===== src/rtl/adc_pkg.sv =====
// adc_pkg: shared FSM state encoding and default sizing for the ADC SPI reader.
// The optional overrun flag is enabled with the ADC_OVERRUN_EN macro.
package adc_pkg;

  localparam int unsigned DefWidth = 12;
  localparam int unsigned DefDivW  = 8;

  typedef enum logic [1:0] {
    StIdle  = 2'd0,
    StSetup = 2'd1,
    StShift = 2'd2,
    StHold  = 2'd3
  } adc_state_e;

endpackage


===== src/rtl/adc_spi_reader_if.sv =====
// adc_spi_reader_if: request/serial/result signals of the ADC SPI reader.
// Port names keep their direction suffix as seen from the reader (slave modport).
// The overrun_o member only exists when ADC_OVERRUN_EN is defined.
interface adc_spi_reader_if #(
  parameter int unsigned Width = 12,
  parameter int unsigned DivW  = 8
);

  logic             start_i;
  logic [DivW-1:0]  div_i;
  logic             miso_i;
  logic             cs_o;
  logic             sclk_o;
  logic [Width-1:0] data_o;
  logic             done_o;
  logic             busy_o;
`ifdef ADC_OVERRUN_EN
  logic             overrun_o;
`endif

  modport slave (
    input  start_i,
    input  div_i,
    input  miso_i,
    output cs_o,
    output sclk_o,
    output data_o,
    output done_o,
    output busy_o
`ifdef ADC_OVERRUN_EN
    ,
    output overrun_o
`endif
  );

  modport master (
    output start_i,
    output div_i,
    output miso_i,
    input  cs_o,
    input  sclk_o,
    input  data_o,
    input  done_o,
    input  busy_o
`ifdef ADC_OVERRUN_EN
    ,
    input  overrun_o
`endif
  );

endinterface


===== src/rtl/adc_phase_timer.sv =====
// adc_phase_timer: reloadable down-counter; phase_end_o pulses for one cycle when the
// count sits at zero while enabled, so each phase lasts load value + 1 cycles.
module adc_phase_timer #(
  parameter int unsigned DivW = 8
) (
  input  logic            clk_i,
  input  logic            rst_i,
  input  logic            en_i,
  input  logic            load_i,
  input  logic [DivW-1:0] load_val_i,
  output logic            phase_end_o
);

  logic [DivW-1:0] count_q, count_d;

  // Next count: reload has priority, otherwise count down to zero and stop.
  always_comb begin
    count_d = count_q;
    if (load_i) begin
      count_d = load_val_i;
    end else if (en_i && (count_q != '0)) begin
      count_d = count_q - DivW'(1);
    end
  end

  // Count register.
  always_ff @(posedge clk_i or posedge rst_i) begin
    if (rst_i) begin
      count_q <= '0;
    end else begin
      count_q <= count_d;
    end
  end

  assign phase_end_o = en_i && (count_q == '0);

endmodule


===== src/rtl/adc_spi_reader.sv =====
// adc_spi_reader: SPI mode-0 reader for a serial ADC. A start tick runs
// SETUP -> Width SCLK pulses (MSB first) -> HOLD, then publishes the word with a done pulse.
// Define ADC_OVERRUN_EN to add a sticky overrun_o flag for starts arriving while busy.
module adc_spi_reader
  import adc_pkg::*;
#(
  parameter int unsigned Width = DefWidth,
  parameter int unsigned DivW  = DefDivW
) (
  input logic             clk_i,
  input logic             rst_i,
  adc_spi_reader_if.slave adc_if
);

  localparam int unsigned CntW = $clog2(Width + 1);

  adc_state_e       state_q, state_d;
  logic [DivW-1:0]  div_q, div_d;
  logic [CntW-1:0]  bit_cnt_q, bit_cnt_d;
  logic [Width-1:0] shreg_q, shreg_d;
  logic [Width-1:0] data_q, data_d;
  logic             sclk_q, sclk_d;
  logic             done_q, done_d;

  logic             busy;
  logic             start_acc;
  logic             phase_end;
  logic             tmr_load;
  logic [DivW-1:0]  tmr_val;

  assign busy = (state_q != StIdle);
  // A start landing on the done cycle is dropped, not queued.
  assign start_acc = (state_q == StIdle) && adc_if.start_i && !done_q;

  // First phase is timed from the live divisor; later phases from the latched copy.
  assign tmr_load = start_acc || phase_end;
  assign tmr_val  = start_acc ? adc_if.div_i : div_q;

  adc_phase_timer #(
    .DivW (DivW)
  ) u_phase_timer (
    .clk_i       (clk_i),
    .rst_i       (rst_i),
    .en_i        (busy),
    .load_i      (tmr_load),
    .load_val_i  (tmr_val),
    .phase_end_o (phase_end)
  );

  // Next-state logic: phase sequencing, SCLK generation, MISO sampling on rising SCLK.
  always_comb begin
    state_d   = state_q;
    div_d     = div_q;
    bit_cnt_d = bit_cnt_q;
    shreg_d   = shreg_q;
    data_d    = data_q;
    sclk_d    = sclk_q;
    done_d    = 1'b0;
    unique case (state_q)
      StIdle: begin
        if (start_acc) begin
          state_d   = StSetup;
          div_d     = adc_if.div_i;
          bit_cnt_d = '0;
        end
      end
      StSetup: begin
        if (phase_end) begin
          state_d = StShift;
          sclk_d  = 1'b1;
          shreg_d = {shreg_q[Width-2:0], adc_if.miso_i};
        end
      end
      StShift: begin
        if (phase_end) begin
          if (sclk_q) begin
            sclk_d    = 1'b0;
            bit_cnt_d = bit_cnt_q + CntW'(1);
          end else if (bit_cnt_q == CntW'(Width)) begin
            // Low half after the last falling edge has elapsed.
            state_d = StHold;
          end else begin
            sclk_d  = 1'b1;
            shreg_d = {shreg_q[Width-2:0], adc_if.miso_i};
          end
        end
      end
      StHold: begin
        if (phase_end) begin
          state_d = StIdle;
          data_d  = shreg_q;
          done_d  = 1'b1;
        end
      end
      default: begin
        state_d = StIdle;
      end
    endcase
  end

  // State and datapath registers.
  always_ff @(posedge clk_i or posedge rst_i) begin
    if (rst_i) begin
      state_q   <= StIdle;
      div_q     <= '0;
      bit_cnt_q <= '0;
      shreg_q   <= '0;
      data_q    <= '0;
      sclk_q    <= 1'b0;
      done_q    <= 1'b0;
    end else begin
      state_q   <= state_d;
      div_q     <= div_d;
      bit_cnt_q <= bit_cnt_d;
      shreg_q   <= shreg_d;
      data_q    <= data_d;
      sclk_q    <= sclk_d;
      done_q    <= done_d;
    end
  end

  assign adc_if.cs_o   = !busy;
  assign adc_if.sclk_o = sclk_q;
  assign adc_if.data_o = data_q;
  assign adc_if.done_o = done_q;
  assign adc_if.busy_o = busy;

`ifdef ADC_OVERRUN_EN
  logic overrun_q;

  // Sticky flag: any start seen while a transfer is running; cleared only by reset.
  always_ff @(posedge clk_i or posedge rst_i) begin
    if (rst_i) begin
      overrun_q <= 1'b0;
    end else if (adc_if.start_i && busy) begin
      overrun_q <= 1'b1;
    end
  end

  assign adc_if.overrun_o = overrun_q;
`endif

endmodule

===== src/flat_wrapper.sv =====
// flat-port wrapper written by rule: the top's interface ports become plain ports
module adc_spi_reader_flat import adc_pkg::*;
#(
  parameter int unsigned Width = DefWidth,
  parameter int unsigned DivW  = DefDivW
)
  (clk_i, rst_i, adc_if_start_i, adc_if_div_i, adc_if_miso_i, adc_if_cs_o, adc_if_sclk_o, adc_if_data_o, adc_if_done_o, adc_if_busy_o);
  adc_spi_reader_if #(.Width(Width), .DivW(DivW)) adc_if_i ();
  input logic clk_i;
  input logic rst_i;
  input wire logic [$bits(adc_if_i.start_i)-1:0] adc_if_start_i;
  input wire logic [$bits(adc_if_i.div_i)-1:0] adc_if_div_i;
  input wire logic [$bits(adc_if_i.miso_i)-1:0] adc_if_miso_i;
  output wire logic [$bits(adc_if_i.cs_o)-1:0] adc_if_cs_o;
  output wire logic [$bits(adc_if_i.sclk_o)-1:0] adc_if_sclk_o;
  output wire logic [$bits(adc_if_i.data_o)-1:0] adc_if_data_o;
  output wire logic [$bits(adc_if_i.done_o)-1:0] adc_if_done_o;
  output wire logic [$bits(adc_if_i.busy_o)-1:0] adc_if_busy_o;
  assign adc_if_i.start_i = adc_if_start_i;
  assign adc_if_i.div_i = adc_if_div_i;
  assign adc_if_i.miso_i = adc_if_miso_i;
  assign adc_if_cs_o = adc_if_i.cs_o;
  assign adc_if_sclk_o = adc_if_i.sclk_o;
  assign adc_if_data_o = adc_if_i.data_o;
  assign adc_if_done_o = adc_if_i.done_o;
  assign adc_if_busy_o = adc_if_i.busy_o;
  adc_spi_reader #(.Width(Width), .DivW(DivW)) u_core (.clk_i(clk_i), .rst_i(rst_i), .adc_if(adc_if_i));
endmodule

===== config.mk =====
export PLATFORM = sky130hd
export DESIGN_NAME = adc_spi_reader_flat
export DESIGN_NICKNAME = d
export VERILOG_FILES = /design/src/rtl/adc_pkg.sv /design/src/rtl/adc_spi_reader_if.sv /design/src/rtl/adc_phase_timer.sv /design/src/rtl/adc_spi_reader.sv /design/src/flat_wrapper.sv
export SDC_FILE = /design/constraint.sdc
export NUM_CORES = 1
export LEC_CHECK = 0
export ABC_CLOCK_PERIOD_IN_PS = 2800
export CAP_MARGIN = 40
export CORE_MARGIN = 8
export CORE_UTILIZATION = 40
export CTS_CLUSTER_DIAMETER = 50
export DETAILED_ROUTE_END_ITERATION = 16
export DONT_BUFFER_PORTS = 1
export SYNTH_ARGS = -nofsm -noshare
export SYNTH_HDL_FRONTEND = slang
export SYNTH_SLANG_ARGS = --single-unit

===== constraint.sdc =====
create_clock -name clk_i -period 2.8 [get_ports clk_i]
set_input_delay 0.56 -clock clk_i [delete_from_list [all_inputs] [get_ports clk_i]]
set_output_delay 0.56 -clock clk_i [all_outputs]
set_load 0.1 [all_outputs]

==> flow_metrics.py <==
metrics = {
    "status": {
        "status": "finished, final reports clean",
    },
    "logic_synthesis": {
        "synthesis.area_um2": 2357,
        "ys_types": 47,
        "synth-edff-count": 0,
        "synthFlopType": "dfrtp_1",
        "syn_inst": 198,
        "ys.warnings.count": 0,
        "yosysSeqAreaShare": 0.5096,
        "synth.net_count": 219,
        "synth.avg_cell_area_um2": 11.91,
        "async_reset_ff_frac": 1.000,
        "ys_ff_latch": 48,
    },
    "route": {
        "avgViaCountPerCell": 5.259,
        "drtIter0Drc": 67,
        "wl_per_cell_um": 16.60,
        "dr.pass1.iters": 4,
        "drcViolationCount": 0,
        "wirelength_um": 4813,
        "ant_nets": 0,
        "num_vias": 1525,
    },
    "floorplan": {
        "die-area_um2": 8605,
        "die_x_um": 92.77,
        "start_util": 0.4053,
        "rows": 28,
        "fp.coreArea_um2": 5816,
        "die_h_um": 92.77,
        "io_pins": 28,
    },
    "setup_path": {
        "worstSetupPathType": "flop to flop",
        "worstSetupStartpointType": "flop",
        "critPathMaxFanout": 13,
        "cp-end-kind": "flop",
        "arrival_ns": 2.75,
        "cp.required_ns": 2.98,
        "reg2reg_slack_ns": 0.23,
    },
    "hold_path": {
        "min_path_type": "input pin to async pin",
    },
    "global_route": {
        "globalRouteTotalUtil": 0.1239,
        "overflow": 0,
        "first_global_vias": 1652,
        "antenna_found_initial": 0,
        "grt_pass1_wl_um": 8411,
        "grt_max_degree": 26,
    },
    "sta": {
        "slew_violations": 0,
        "setup_tns_ns": 0,
        "relSlewSlack": 0.3981,
        "hold_viol": 0,
        "rsz0062_at_grt": "false",
        "fin_skew_ns": 0.002581,
        "setup_viol": 0,
        "period_needed_ns": 2.567,
        "fmax_ghz": 0.3896,
        "tightest_slew_ns": 0.9028,
        "fin_crit_sh": 0.9167,
    },
    "clock_network": {
        "cts_sinks": 48,
        "root_buffer": "clkbuf_8",
        "cts_tree": "built",
        "cts_made_buffers": 5,
        "cts_hold_buf": 0,
        "clkTransAtPathRegs_ns": 0.08,
        "clock_latency_ns": 0.29,
        "htree_levels": 2,
        "cts_setup_buffers": 0,
        "cts_resized": 0,
        "cts_max_path_buffers": 2,
    },
    "placed_design": {
        "gp_congestion": 0.7952,
        "io_buffers": 0,
        "dp_hpwl_um": 3520,
    },
    "pwr": {
        "power_density_nw_per_um2": 391.5,
        "p_leak_nw": 1.370,
        "irDropWorstVdd_uv": 260.0,
    },
    "cells_and_area": {
        "num_antenna_cells": 0,
        "area_growth_pct": 19.85,
        "final_core_util": 0.4858,
        "layout_common_cells": "48 x dfrtp_1, 22 x mux2_2, 14 x nand2_1, 12 x inv_1, 11 x buf_16",
        "final_nets": 235,
        "mostFrequentLayoutCell": "dfrtp_1",
        "drive_above_1_share": 0.2837,
    },
    "job": {
        "maxCapViolations": 0,
    },
}
flip-flops by register name, indices dropped and copies added, names as in the netlist:
name                          flops
u_core.adc_if.done_o              1
u_core.u_phase_timer.count_q      8
u_core.adc_if.sclk_o              1
u_core.adc_if.data_o             12
u_core.bit_cnt_q                  4
u_core.div_q                      8
u_core.state_q                    2
u_core.shreg_q                   12
layer usage:
layer	part of all wire	vias up	GRT usage	routed length (um)
met5	0	-	0	0
met2	0.46	34	0.1899	2222
li1	-	739	-	-
met4	0.012	0	0.04430	59
met3	0.063	4	0.05259	304
met1	0.46	748	0.1518	2227
per-stage QoR:
stage / std cells / setup slack, ns / total power [mW] / hold slack, ns / instance area, um^2
after floorplan: 198 / 0.07080 / 0.7172 / 0.4404 / 2357
after global placement: 271 / 0.2518 / 0.7226 / 0.4688 / 2437
after detailed placement: 282 / 0.2174 / 0.7227 / 0.4685 / 2740
after CTS: 290 / 0.2109 / 1.125 / 0.1808 / 2825
after global routing: 290 / 0.09391 / 1.154 / 0.1927 / 2825
final: 290 / 0.2332 / 1.106 / 0.1683 / 2825
where the power goes:
| group | internal, mW | switching [mW] | total [mW] |
|---|---|---|---|
| combinational | 0.00140 | 0.0136 | 0.0150 |
| clock | 0.179 | 0.220 | 0.399 |
| sequential | 0.692 | 0 | 0.692 |
| total | 0.872 | 0.234 | 1.11 |
Yosys cell counts, types with 2 or more instances:
cell,number,area (um^2)
nand4_1,2,12.51
o211ai_1,3,22.52
inv_1,13,48.80
nand2b_1,3,18.77
mux2i_1,3,30.03
o21ai_0,10,50.05
mux2_2,22,247.7
mux2_4,9,135.1
nand3_1,2,10.01
dfrtp_1,48,1201
nor3_1,4,20.02
o2bb2ai_1,3,26.28
nand2_1,14,52.55
nor2_1,8,30.03
a21oi_1,8,40.04
clkbuf_1,3,11.26
buf_4,2,15.01
ha_1,9,112.6
o22ai_1,4,25.02
final timing paths:
kind / startpoint / endpoint / cells past startpoint
max: u_core.state_q[0] / u_core.shreg_q[7] / 6
min: rst_i / u_core.adc_if.data_o[1] / 1
max reg2reg: u_core.state_q[0] / u_core.shreg_q[7] / 6
min reg2reg: u_core.div_q[5] / u_core.div_q[5] / 2
max in group asynchronous: rst_i / u_core.state_q[0] / 2
min in group clk_i: adc_if_div_i[3] / u_core.div_q[3] / 2
final cells by class:
| cell class | instances | area [um^2] |
|---|---|---|
| Inverter | 13 | 48.80 |
| Multi-Input combinational cell | 130 | 1056 |
| Clock inverter | 1 | 8.758 |
| Sequential cell | 48 | 1201 |
| Timing Repair Buffer | 16 | 340.3 |
| Tap cell | 75 | 93.84 |
| Clock buffer | 7 | 76.32 |
| Fill cell | 516 | 2990 |
critical path, cell delays in order, from the launching register on:
cell     delay [ns]
dfrtp_1        0.38
inv_1          0.09
ha_1           0.21
or4b_1         0.72
nor2_8         0.20
a32o_2         0.48
mux2_2         0.39
cell families after synthesis:
| family | Yosys count | share of synthesized area |
|---|---|---|
| simple gates | 46 | 0.1067 |
| mux | 34 | 0.1752 |
| flops | 48 | 0.5096 |
| fa+ha+maj | 9 | 0.04777 |
| compound gates | 41 | 0.1184 |
| buf+inv | 20 | 0.04246 |
Power figures use the tool's default switching activity.
